==> src/rtl/iterative_comparator.sv <==
// Multi-cycle signed/unsigned/equality comparator, CHUNK bits per cycle from the MSB, with a start/done handshake.
// Optional macro COMPARATOR_EARLY_TERM_EN stops on the first differing chunk; otherwise always runs BITS/CHUNK cycles.
module iterative_comparator #(
  parameter int BITS  = 32,
  parameter int CHUNK = 8
) (
  input  logic            clk,
  input  logic            rst,
  input  logic            start,
  input  logic [BITS-1:0] A,
  input  logic [BITS-1:0] B,
  output logic            ready,
  output logic            busy,
  output logic            done,
  output logic            LT,
  output logic            LTU,
  output logic            EQ
);

  localparam int NCHUNK = BITS / CHUNK;
  localparam int IW = (NCHUNK > 1) ? $clog2(NCHUNK) : 1;
  localparam logic [IW-1:0] IDX_LAST = IW'(NCHUNK - 1);
  localparam logic [IW-1:0] IDX_ONE  = IW'(1);

  typedef enum logic {S_IDLE = 1'b0, S_BUSY = 1'b1} state_t;

  state_t          r_state;
  logic [BITS-1:0] r_a;
  logic [BITS-1:0] r_b;
  logic [IW-1:0]   r_idx;
  logic            r_sign_a;
  logic            r_sign_b;
  logic            r_found;
  logic            r_cltu;
  logic            r_ready;
  logic            r_busy;
  logic            r_done;
  logic            r_lt;
  logic            r_ltu;
  logic            r_eq;

  logic [CHUNK-1:0] w_a_chunk;
  logic [CHUNK-1:0] w_b_chunk;
  logic             w_differ;
  logic             w_found_final;
  logic             w_cltu_final;
  logic             w_ltu_final;
  logic             w_term;

  // Operands shift left each busy cycle, so the chunk under test is always the top one.
  assign w_a_chunk     = r_a[BITS-1 -: CHUNK];
  assign w_b_chunk     = r_b[BITS-1 -: CHUNK];
  assign w_differ      = (w_a_chunk != w_b_chunk);
  assign w_found_final = r_found | w_differ;
  assign w_cltu_final  = r_found ? r_cltu : (w_a_chunk < w_b_chunk);
  assign w_ltu_final   = w_found_final & w_cltu_final;

`ifdef COMPARATOR_EARLY_TERM_EN
  assign w_term = w_found_final | (r_idx == '0);
`else
  assign w_term = (r_idx == '0);
`endif

  always_ff @(posedge clk) begin
    if (rst) begin
      r_state  <= S_IDLE;
      r_a      <= '0;
      r_b      <= '0;
      r_idx    <= '0;
      r_sign_a <= 1'b0;
      r_sign_b <= 1'b0;
      r_found  <= 1'b0;
      r_cltu   <= 1'b0;
      r_ready  <= 1'b1;
      r_busy   <= 1'b0;
      r_done   <= 1'b0;
      r_lt     <= 1'b0;
      r_ltu    <= 1'b0;
      r_eq     <= 1'b0;
    end else begin
      r_done <= 1'b0;
      case (r_state)
        S_IDLE: begin
          if (start) begin
            r_a      <= A;
            r_b      <= B;
            r_sign_a <= A[BITS-1];
            r_sign_b <= B[BITS-1];
            r_idx    <= IDX_LAST;
            r_found  <= 1'b0;
            r_cltu   <= 1'b0;
            r_ready  <= 1'b0;
            r_busy   <= 1'b1;
            r_state  <= S_BUSY;
          end
        end
        S_BUSY: begin
          // Only the first (most significant) difference decides the ordering.
          if (!r_found && w_differ) begin
            r_found <= 1'b1;
            r_cltu  <= w_a_chunk < w_b_chunk;
          end
          if (w_term) begin
            r_eq    <= ~w_found_final;
            r_ltu   <= w_ltu_final;
            r_lt    <= (r_sign_a != r_sign_b) ? r_sign_a : w_ltu_final;
            r_done  <= 1'b1;
            r_ready <= 1'b1;
            r_busy  <= 1'b0;
            r_state <= S_IDLE;
          end else begin
            r_idx <= r_idx - IDX_ONE;
            r_a   <= r_a << CHUNK;
            r_b   <= r_b << CHUNK;
          end
        end
        default: r_state <= S_IDLE;
      endcase
    end
  end

  assign ready = r_ready;
  assign busy  = r_busy;
  assign done  = r_done;
  assign LT    = r_lt;
  assign LTU   = r_ltu;
  assign EQ    = r_eq;

endmodule

==> config.mk <==
export PLATFORM = sky130hd
export DESIGN_NAME = iterative_comparator
export DESIGN_NICKNAME = d
export VERILOG_FILES = /design/src/rtl/iterative_comparator.sv
export SDC_FILE = /design/constraint.sdc
export NUM_CORES = 1
export LEC_CHECK = 0
export BUFFER_PORTS_ARGS = -buffer_cell sky130_fd_sc_hd__buf_2
export CAP_MARGIN = 30
export CORE_UTILIZATION = 30
export CTS_BUF_LIST = sky130_fd_sc_hd__clkbuf_8
export DETAILED_ROUTE_END_ITERATION = 10
export GPL_ROUTABILITY_DRIVEN = 1
export PLACE_DENSITY = 0.6
export SLEW_MARGIN = 30
export SYNTH_ARGS = -nofsm -noshare
export SYNTH_HDL_FRONTEND = slang
export SYNTH_SLANG_ARGS = --single-unit
==> constraint.sdc <==
create_clock -name clk -period 4.75 [get_ports clk]
set_input_delay 0.2375 -clock clk [delete_from_list [all_inputs] [get_ports clk]]
set_output_delay 0.2375 -clock clk [all_outputs]
set_load 0.01 [all_outputs]
== Yosys cells after proc, flatten, opt, wreduce, memory -nomap -nowiden ==
Index checks and enable logic that the tools add are counted.
W data, S select, Z words.

* Register bits after elaboration: 77
* Input bits: 67
* Output and inout port bits: 6
* Logic and storage cells: 60

* Add/sub/neg operators: 1
* Magnitude comparators: 1
* Equality and inequality tests: 6
* Multiplexer cells: 25
* Bitwise gates (word level): 4
* Reduce and logical (&&, ||, !) cells: 9

{| class="wikitable"
|+ Operators by type and width
! kind !! number
|-
| $mux W32 || 4
|-
| $pmux W32 S2 || 2
|-
| $mux W1 || 11
|-
| $pmux W1 S2 || 5
|-
| $reduce_and A2 Y1 || 5
|-
| $lt A8 B8 Y1 || 1
|-
| $ne A8 B8 Y1 || 1
|-
| $mux W2 || 2
|-
| $ne A2 B1 Y1 const B || 2
|-
| $ne A2 B2 Y1 const B || 2
|-
| $pmux W2 S2 || 1
|-
| $logic_not A2 Y1 || 1
|-
| $not A1 Y1 || 2
|-
| $reduce_or A2 Y1 || 1
|-
| $sub A2 B1 Y2 const B || 1
|-
| $and A1 B1 Y1 || 1
|-
| $logic_and A1 B1 Y1 || 1
|-
| $logic_not A1 Y1 || 1
|-
| $ne A1 B1 Y1 || 1
|-
| $or A1 B1 Y1 || 1
|}

== Logic depth before layout (Yosys ltp) ==
Gate-level depths: netlist of the first run.

* Depth in word-level cells: 4
* Gate-level depth with buffers: 8
* Gate-level depth less buffers: 7

== Least setup slack after synthesis of the first run ==
Ideal clock, no wire load.

* Path kind: reg-to-reg
* From: register r_b[25]
* To: register r_cltu
* Arrival: 1.599 ns
* Required time: 4.662 ns
* Path slack: 3.063 ns
* Stages on the path, launching flop included: 8
* Period minus slack after synthesis: 1.687 ns
* Path through: dfxtp_1 > inv_1 > ha_1 > nor2b_4 > o211ai_2 > a21oi_1 > or4_4 > o32ai_2

* Word-level cells in the longest chain between the ends: 4
* Elaborated cells between the ends (all ways): 7
* Those cells by class: order compare: 1; eq/ne: 2; mux: 2; reduce/logical: 2

{| class="wikitable"
|+ Ends and longest elaborated chain
! element !! RTL line !! source
|-
| start, declared || 29 || <nowiki>logic [BITS-1:0] r_b;</nowiki>
|-
| start signal, assigned || 114 || <nowiki>r_b <= r_b << CHUNK;</nowiki>
|-
| branches (longest 4 deep; another with $lt A8 B8 Y1) || n/a ||
|-
| end signal, assigned || 101 || <nowiki>r_cltu <= w_a_chunk < w_b_chunk;</nowiki>
|-
| end, declared || 34 || <nowiki>logic r_cltu;</nowiki>
|}

Several ways; the timed one is not identified. The select of a mux whose other input is x is not followed.
A chain may end at the register's enable or synchronous reset.

== Worst setup path after layout of the first run ==
* From: register r_state
* To: register r_b[3]

* Word-level cells in the longest chain between the ends: 3
* Elaborated cells between the ends (all ways): 5
* Those cells by class: eq/ne: 2; mux: 1; bitwise: 1; reduce/logical: 1

{| class="wikitable"
|+ Ends and longest elaborated chain
! element !! RTL line !! source
|-
| start, declared || 27 || <nowiki>state_t r_state;</nowiki>
|-
| start signal, assigned || 66 || <nowiki>r_state <= S_IDLE;</nowiki>
|-
| start signal, assigned || 94 || <nowiki>r_state <= S_BUSY;</nowiki>
|-
| start signal, assigned || 110 || <nowiki>r_state <= S_IDLE;</nowiki>
|-
| $not A1 Y1 (no source line) || n/a ||
|-
| $ne A2 B2 Y1 (no source line) || n/a ||
|-
| $reduce_and A2 Y1 (no source line) || n/a ||
|}

Parallel ways exist; a longest one is shown, timed or not.

==> results of run 1 <==
==> power groups by stage <==
stage,clock (mW),combinational (mW),sequential [mW]
final,0.551,0.304,0.747
after global routing,0.589,0.343,0.756
after CTS,0.562,0.309,0.748
after detailed placement,0,0.306,0.763
after global placement,0,0.292,0.761
after floorplan,0,0.226,0.753
==> routing by layer <==
| layer | track usage | vias to the layer above | wire, microns |
|---|---|---|---|
| met5 | 0 | - | 0 |
| met4 | 0.0499 | 0 | 97 |
| met3 | 0.0368 | 9 | 275 |
| met2 | 0.225 | 37 | 3610 |
| met1 | 0.179 | 1252 | 3700 |
| li1 | - | 1406 | - |
==> cells in the final DEF, fill, tap and decap left out, drive strengths merged <==
cell type and count:
a211oi 52, inv 14, dfxtp 77, o211ai 1
xor2 1, o21a 2, a21oi 13, ha 9
clkinv 3, nor2 69, nand2 9, clkinvlp 1
nor3 4, or2 1, a22oi 16, nand4 2
bufinv 2, or4 1, o32ai 1, o21ai 4
nor2b 2, o21bai 1, nand3b 1, mux2i 49
nand2b 1, clkbuf 9, buf 78
==> cell families (layout without fill, tap and decap cells) <==
group / count (synthesis) / count (layout) / synth area share
xor+xnor: 1 / 1 / 0.00260
compound gates: 90 / 90 / 0.194
simple gates: 90 / 90 / 0.112
fa+ha+maj: 9 / 9 / 0.0334
flops: 77 / 77 / 0.458
buf+inv: 42 / 107 / 0.0543
mux: 49 / 49 / 0.146
==> synth_stat cells <==
cell	instances	area (sq um)
buf_1	2	7.51
clkbuf_1	11	41.3
xor2_1	1	8.76
o21ai_0	3	15.0
or4_4	1	11.3
inv_2	1	3.75
nor2_1	69	259
ha_1	9	113
buf_4	2	15.0
clkbuf_2	1	5.00
buf_2	13	65.1
o211ai_2	1	12.5
nor3_1	4	20.0
nand2_1	9	33.8
nand2b_1	1	6.26
o32ai_2	1	16.3
nor2b_4	1	13.8
a22oi_1	16	120
a211oi_1	52	390
dfxtp_1	77	1540
o21bai_1	1	7.51
a21oi_1	12	60.1
nand4_1	2	12.5
nor2b_1	1	6.26
mux2i_1	49	490
a21oi_2	1	8.76
o21a_1	2	15.0
inv_1	12	45.0
nand3b_1	1	7.51
o21ai_2	1	8.76
or2_2	1	6.26
==> cell type report <==
| class | instances | area (sq um) | area share |
|---|---|---|---|
| clock inverter | 7 | 98.8 | 0.0243 |
| inverter | 13 | 48.8 | 0.0120 |
| multi-input combinational | 239 | 1650 | 0.406 |
| tap | 140 | 175 | 0.0431 |
| sequential | 77 | 1550 | 0.380 |
| timing repair buffer | 78 | 425 | 0.105 |
| clock buffer | 9 | 124 | 0.0305 |
==> worst paths after layout <==
| kind | from | end | slack (ps) | cells after the start |
|---|---|---|---|---|
| setup / recovery | r_state$_SDFF_PP0_ | r_b[3]$_SDFFE_PP0P_ | 2540 | 5 |
| hold / removal | B[0] | r_b[0]$_SDFFE_PP0P_ | 140 | 3 |
| setup reg to reg | r_state$_SDFF_PP0_ | r_b[3]$_SDFFE_PP0P_ | 2540 | 5 |
| hold reg to reg | ready$_SDFFE_PP1P_ | ready$_SDFFE_PP1P_ | 450 | 2 |
==> critical path: cells and delay by family, from the launching register on <==
kind | cells | cell delay [ps]
and+or+nand+nor | 2 | 300
DFF | 1 | 350
AOI/OAI and AO/OA | 2 | 780
buffers and inverters | 1 | 700
==> metrics by stage <==
| stage | power, mW | hold slack, ps |
|---|---|---|
| after floorplan | 0.979 | 373 |
| after global placement | 1.05 | 441 |
| after detailed placement | 1.07 | 435 |
| after CTS | 1.62 | 128 |
| after global routing | 1.69 | 145 |
| final | 1.60 | 140 |
==> results_dict.tcl, run 1 <==
set metrics [dict create \
    p_sw_frac 0.284 \
    synth_area_sq_um 3370 \
    grt_pass1_vias 2659 \
    tightest_slew_ps 900 \
    syn_nets 434 \
    min_path_type "in -> reg" \
    cpPeakStageDelay_ps 700 \
    nFillCells 1089 \
    clk_root_buffer_cell "clkbuf_8" \
    cts_buffers 9 \
    post_route_cells_drive_above_1_share 0.243 \
    cap_violations 0 \
    rsz0062_at_grt "no" \
    postSynthAreaPerCell_sq_um 9.40 \
    grt_max_degree 58 \
    initial_core_util 0.309 \
    cts.hold.buffers_added 0 \
    final-setup-viol-count 0 \
    die-area_sq_um 11700 \
    cts_setup_buffers 0 \
    top_regs "r_a (32), r_b (32), r_idx (2)" \
    power_density_nw_per_um2 394 \
    wl_per_cell_microns 13.6 \
    post-route-util 0.374 \
    drt-pass1-iter-count 4 \
    first_iter_violations 104 \
    cts-htree-levels 3 \
    seq_power_share 0.466 \
    p_sw_mw 0.455 \
    cp_max_fo 57 \
    final_cells 563 \
    cp.arrival_ps 2490 \
    io_pins 73 \
    finalCritPeriodShare 0.464 \
    cp.required_ps 5030 \
    intPower_mw 1.15 \
    ys.warnings.count 0 \
    synth-seq-cells 77 \
    core_region_area_sq_um 10900 \
    drc 0 \
    fin_nets 494 \
    grt_util_all_layers 0.140 \
    clock_latency_ps 350 \
    clkTransAtPathRegs_ps 80 \
    drtAntennaViolNets 0 \
    fin_crit_ps 2210 \
    status "finished, final reports clean" \
    start_kind "flop" \
    clkPwrFrac 0.344 \
    area_growth_pct 20.8 \
    grt_remaining_overflow 0 \
    rows 38 \
    finalHoldViolCount 0 \
    vias_per_cell 4.80 \
    dp_slack_ps 2550 \
    wl_mm 7.68 \
    antenna_found_initial 0 \
    tritoncts "built" \
    comb_power_share 0.190 \
    placed_cells 547 \
    slew_viol_final 0 \
    grt_pass1_wl_mm 12.6 \
    power.leakage_nw 1.67 \
    slew-limit-headroom 0.400 \
    setup_tns_ps 0 \
    synthCells 358 \
    slowest_stage "buf_4" \
    cts_resized 0 \
    final_area_sq_um 4070 \
    portBuffers 72 \
    setup_slack_ps 2540 \
    dp_hpwl_mm 5.51 \
    crit_type "reg -> reg" \
    placed_cell_area_sq_um 3840 \
    clock_path_buffers 2 \
    yosysSeqAreaShare 0.458 \
    place.gp.congestion 0.749 \
    yosysUniqueCellTypes 31 \
    peakVddDrop_mv 0.180 \
    skew_ps 7.68 \
    die_y_microns 108 \
    cp_cell_sequence "buf_4, nor2b_1, a21oi_2, a22oi_1, nor2_1" \
    vias 2704 \
    antenna_cells 0 \
    fmax_ghz 0.453 \
    cp-end-kind "flop" \
    fp.dieW_microns 108 \
    clock_sinks 77 \
]
Power figures use the tool's default switching activity.
==> run 2, diff against run 1 <==
Clock period 4.75 ns to 2.2 ns, I/O delays scaled along.
==> run 2 against run 1 <==
Core utilization decreased by 0.30 points; sequential power is 120% higher; global-route usage shrank 0.40 points; final cell count stayed put; critical path depth is 2 higher; sequential share of layout area rose by 0.31 points; setup slack got worse by 2100 ps; hold slack worse by 120 ps; largest cell class unchanged; critical endpoint is now LTU$_SDFFE_PP0P_; die area did not move; clock-buffer cell count grew 1.
==> results_dict.tcl, run 2 (synthesized netlist as in run 1, its figures left out) <==
set metrics [dict create \
    drt-pass1-iter-count 4 \
    intPower_mw 2.37 \
    grt_max_degree 97 \
    finalCritPeriodShare 0.806 \
    core_region_area_sq_um 10900 \
    fmax_ghz 0.564 \
    nFillCells 1100 \
    cp-end-kind "flop" \
    crit_family "simple AND/OR/NAND/NOR gates" \
    comb_power_share 0.196 \
    final_common_cell "dfxtp_1" \
    status "finished, final reports clean" \
    place.gp.congestion 0.785 \
    wl_mm 7.65 \
    io_pins 73 \
    peakVddDrop_mv 0.321 \
    area_growth_pct 19.8 \
    cts_setup_buffers 0 \
    portBuffers 72 \
    die-area_sq_um 11700 \
    tightest_slew_ps 478 \
    start_kind "flop" \
    vias_per_cell 4.80 \
    fp.dieW_microns 108 \
    p_sw_mw 0.927 \
    grt_pass1_vias 2512 \
    slowest_stage "or4_4" \
    antenna_found_initial 0 \
    grt_util_all_layers 0.136 \
    top_regs "r_a (32), r_b (32), r_idx (2)" \
    initial_core_util 0.309 \
    fin_nets 495 \
    clock_sinks 77 \
    cp.arrival_ps 2020 \
    clock_path_buffers 2 \
    finalHoldViolCount 0 \
    seq_power_share 0.489 \
    slew-limit-headroom 0.681 \
    first_iter_violations 216 \
    die_y_microns 108 \
    cp.required_ps 2450 \
    drtAntennaViolNets 0 \
    antenna_cells 0 \
    final_cell_mix "dfxtp_1 (76), buf_2 (72), nor2_1 (69)" \
    fin_total_pwr_mw 3.30 \
    clk_root_buffer_cell "clkbuf_8" \
    vias 2702 \
    min_path_type "in -> reg" \
    cts_resized 0 \
    cpPeakStageDelay_ps 510 \
    grt_remaining_overflow 0 \
    final-setup-viol-count 0 \
    cts-htree-levels 3 \
    grt_pass1_wl_mm 12.2 \
    clkPwrFrac 0.315 \
    power.leakage_nw 1.66 \
    fin_crit_ps 1770 \
    hold_ws_ps 21.0 \
    crit_type "reg -> reg" \
    skew_ps 9.68 \
    rows 38 \
    rsz0062_at_grt "no" \
    post-route-util 0.371 \
    cp_max_fo 3 \
    slew_viol_final 0 \
    wl_per_cell_microns 13.6 \
    dp_hpwl_mm 5.48 \
    post_route_cells_drive_above_1_share 0.241 \
    tritoncts "built" \
    cp_num_buf_inv 1 \
    clkTransAtPathRegs_ps 80 \
    cts_buffers 9 \
    power_density_nw_per_um2 817 \
    cap_violations 0 \
    drc 0 \
    clock_latency_ps 340 \
    setup_tns_ps 0 \
    p_sw_frac 0.281 \
    cts.hold.buffers_added 0 \
    cp_cell_sequence "inv_1, ha_1, nor2b_4, o211ai_2, a21oi_1, or4_4, a211oi_1" \
]
[run 2: cell count changes in the layout (fill, tap and decap cells not counted)]
cell        delta
buf_12         +1
clkbuf_8       +1
inv_1          +1
clkinv_4       -1
buf_4          +1
clkinvlp_4     -1
buf_16         -1
bufinv_16      -1
clkinv_2       +1
inv_6          -1
[run 2: final cells by class]
| type | count | area [sq um] | share of cell area |
|---|---|---|---|
| clock buffers | 10 | 138 | 0.0341 |
| clock inverters | 5 | 52.6 | 0.0130 |
| inverters | 13 | 48.8 | 0.0121 |
| multi-input cells | 239 | 1650 | 0.409 |
| flip-flops and latches | 77 | 1550 | 0.383 |
| well taps | 140 | 175 | 0.0434 |
| repair buffers | 79 | 425 | 0.105 |
[run 2: per-stage QoR]
stage | std cells | setup WS [ps] | instance area (sq um)
6_report | 563 | 427 | 4040
4_1_cts | 563 | 413 | 4040
2_1_floorplan | 358 | 513 | 3370
3_5_place_dp | 548 | 419 | 3840
5_1_grt | 563 | 298 | 4040
3_3_place_gp | 548 | 466 | 3840
[run 2: path summary, 6_finish.rpt]
check | start | end | slack [ps] | depth (start not counted)
setup / recovery | r_b[25]$_SDFFE_PP0P_ | LTU$_SDFFE_PP0P_ | 430 | 7
setup reg to reg | r_b[25]$_SDFFE_PP0P_ | LTU$_SDFFE_PP0P_ | 430 | 7
hold / removal | A[1] | r_a[1]$_SDFFE_PP0P_ | 20 | 3
hold reg to reg | ready$_SDFFE_PP1P_ | ready$_SDFFE_PP1P_ | 460 | 2
[run 2: worst reg2reg max path, stage by stage, from the launching register on]
cell	delay, ps
dfxtp_1	330
inv_1	40
ha_1	280
nor2b_4	130
o211ai_2	120
a21oi_1	80
or4_4	510
a211oi_1	200
[run 2: power groups by stage]
stage                     Clock [mW]  Sequential, mW  Combinational (mW)
after floorplan                    0            1.63               0.487
after global placement             0            1.64               0.635
after detailed placement           0            1.65               0.649
after CTS                       1.06            1.61               0.653
after global routing            1.14            1.63               0.726
final                           1.04            1.61               0.646
[run 2: routing by layer]
layer  share of wire  GRT usage  routed length [microns]  vias up
met5               0          0                        0        -
met4           0.011     0.0460                       82        0
met3           0.050     0.0398                      380        8
met2            0.45      0.204                     3460       59
met1            0.49      0.184                     3720     1217
li1                -          -                        -     1418
==> run 3, diff against run 2 <==
Settings changed: ABC_AREA set to 1, PLACE_DENSITY 0.6 to 0.62.
Clock period 2.2 ns to 1.49 ns, I/O delays scaled along.
==> run 3 against run 2 <==
Wire length up 18%; critical endpoint is now r_b[26]$_SDFFE_PP0P_; final cell count is 23% higher; via count grew 22%; highest routed layer unchanged; sequential power is 48% higher; cell area increased by 16%; synthesized cell count increased by 21%; power grew 58%; sequential share of layout area shrank 5.1 points; die area fell by 3.4%.
==> results_dict.tcl, run 3 <==
set metrics [dict create \
    status "finished, final reports clean" \
    wl_per_cell_microns 13.0 \
    cp.arrival_ps 1660 \
    yosys-top-cells-area "dfxtp_1 (47%), nand2_1 (18%), a31oi_1 (9.4%)" \
    finalCritPeriodShare 0.957 \
    clock_path_buffers 2 \
    first_iter_violations 183 \
    final_cell_mix "nand2_1 (152), dfxtp_1 (74), buf_2 (72)" \
    fmax_ghz 0.701 \
    grt_pass1_vias 3119 \
    grt_pass1_wl_mm 14.5 \
    antenna_cells 0 \
    ys.warnings.count 0 \
    rr_worst_depth 7 \
    reg2reg_slack_ps 60 \
    core_region_area_sq_um 10400 \
    yosysSeqAreaShare 0.474 \
    crit_type "reg -> reg" \
    fin_total_pwr_mw 5.21 \
    fin_crit_ps 1430 \
    power.leakage_nw 2.05 \
    antenna_found_initial 0 \
    grt_util_all_layers 0.162 \
    drt-pass1-iter-count 5 \
    synth_flop_cell "dfxtp_1" \
    final-setup-viol-count 0 \
    cp_max_fo 8 \
    area_growth_pct 43.4 \
    clock_sinks 77 \
    start_kind "flop" \
    clk_root_buffer_cell "clkbuf_8" \
    cts-htree-levels 3 \
    peakVddDrop_mv 0.618 \
    ys_async_sr_fraction 0 \
    drtAntennaViolNets 0 \
    portBuffers 72 \
    finalHoldViolCount 0 \
    grt_remaining_overflow 0 \
    cts_buffers 9 \
    drc 0 \
    post_route_cells_drive_above_1_share 0.229 \
    synth-seq-cells 77 \
    rows 37 \
    synth_common_cells "nand2_1 (152), dfxtp_1 (77), a31oi_1 (49)" \
    min_path_type "in -> reg" \
    synth_area_sq_um 3250 \
    wl_mm 9.04 \
    cap_violations 0 \
    rsz0062_at_grt "yes" \
    worstReg2RegEnd "r_b[26]$_SDFFE_PP0P_" \
    power_density_nw_per_um2 1120 \
    grt_max_degree 40 \
    postSynthAreaPerCell_sq_um 7.52 \
    cp.required_ps 1720 \
    top_regs "r_a (32), r_b (32), r_idx (2)" \
    tritoncts "built" \
    slew-limit-headroom 0.765 \
    io_pins 73 \
    die_y_microns 106 \
    syn_nets 508 \
    vias 3293 \
    clkTransAtPathRegs_ps 80 \
    tightest_slew_ps 352 \
    synthCells 432 \
    crit_start "r_idx[0]$_SDFFE_PP0P_" \
    yosysUniqueCellTypes 21 \
    initial_core_util 0.312 \
    dp_hpwl_mm 5.95 \
    skew_ps 8.15 \
    synthDominantCellAreaShare 0.474 \
    clock_latency_ps 350 \
    yosysTopAreaCell "dfxtp_1" \
    die-area_sq_um 11300 \
    endpoint "r_b[26]$_SDFFE_PP0P_" \
    place.gp.congestion 0.775 \
    crit-reg2reg-launch "r_idx[0]$_SDFFE_PP0P_" \
    cp-end-kind "flop" \
    final_common_cell "nand2_1" \
    slew_viol_final 0 \
    vias_per_cell 4.74 \
    fp.dieW_microns 106 \
    post-route-util 0.447 \
    synth.most_common_cell "nand2_1" \
    synth-edff-count 0 \
    fin_nets 630 \
]
run 3: stage by stage:
stage | TNS [ps] | setup WS [ps] | hold WS, ps | area (sq um) | cells
2_1_floorplan | 0 | 142 | 211 | 3250 | 432
3_3_place_gp | 0 | 71.0 | 335 | 3770 | 624
3_5_place_dp | -1.48 | -1.48 | 334 | 3770 | 624
4_1_cts | 0 | 7.15 | 0.891 | 4420 | 681
5_1_grt | -48.5 | -20.2 | 11.7 | 4660 | 695
6_report | 0 | 63.5 | 4.79 | 4660 | 695
run 3: worst min path at each step:
stage | end | slack [ps] | depth (start not counted) | from
finish | r_a[28]$_SDFFE_PP0P_ | 5 | 3 | A[28]
global route | r_b[8]$_SDFFE_PP0P_ | 10 | 3 | B[8]
CTS | r_b[23]$_SDFFE_PP0P_ | 0.9 | 3 | B[23]
detailed placement | r_b[4]$_SDFFE_PP0P_ | 330 | 3 | B[4]
global placement | r_a[1]$_SDFFE_PP0P_ | 340 | 3 | A[1]
floorplan | ready$_SDFFE_PP1P_ | 210 | 2 | rst
run 3: logic make-up after synthesis:
| family | Yosys count | synth area share |
|---|---|---|
| AND/OR/NAND/NOR | 166 | 0.198 |
| buffers and inverters | 51 | 0.0720 |
| flip-flops | 77 | 0.474 |
| adder cells (fa/ha/maj) | 9 | 0.0347 |
| AO/OA/AOI/OAI | 129 | 0.221 |
run 3: cell type report:
cell class / instances / area [sq um]
fillers: 1050 / 5760
clock buffers: 9 / 124
clock inverters: 7 / 82.6
repair buffers: 140 / 1150
flip-flops and latches: 77 / 1550
inverters: 21 / 81.3
multi-input cells: 305 / 1510
well taps: 136 / 170
run 3: worst max-delay path, stage by stage, from the launching register on:
cell,delay [ps]
dfxtp_1,330
inv_2,50
ha_2,170
or2_4,270
nand2_8,130
buf_6,140
clkbuf_16,150
a31oi_1,70
run 3: power breakdown:
part | leakage, nW | internal [mW] | switching (mW)
registers | 0.638 | 2.27 | 0.115
logic | 1.30 | 0.570 | 0.594
clock network | 0.115 | 0.923 | 0.744
run 3: repair_timing:
action / CTS / global route
resized for setup: 1 / 15
pin swaps: 0 / 3
endpoints found under the setup margin: 7 / 59
cloned: 1 / 7
hold endpoints to repair: 40 / 1
hold buffers: 40 / 1
buffers inserted: 0 / 6
run 3: routing by layer:
metal	track usage	wire length, microns
met1	0.215	4180
met2	0.265	4300
met3	0.0300	405
met4	0.0506	148
met5	0	0
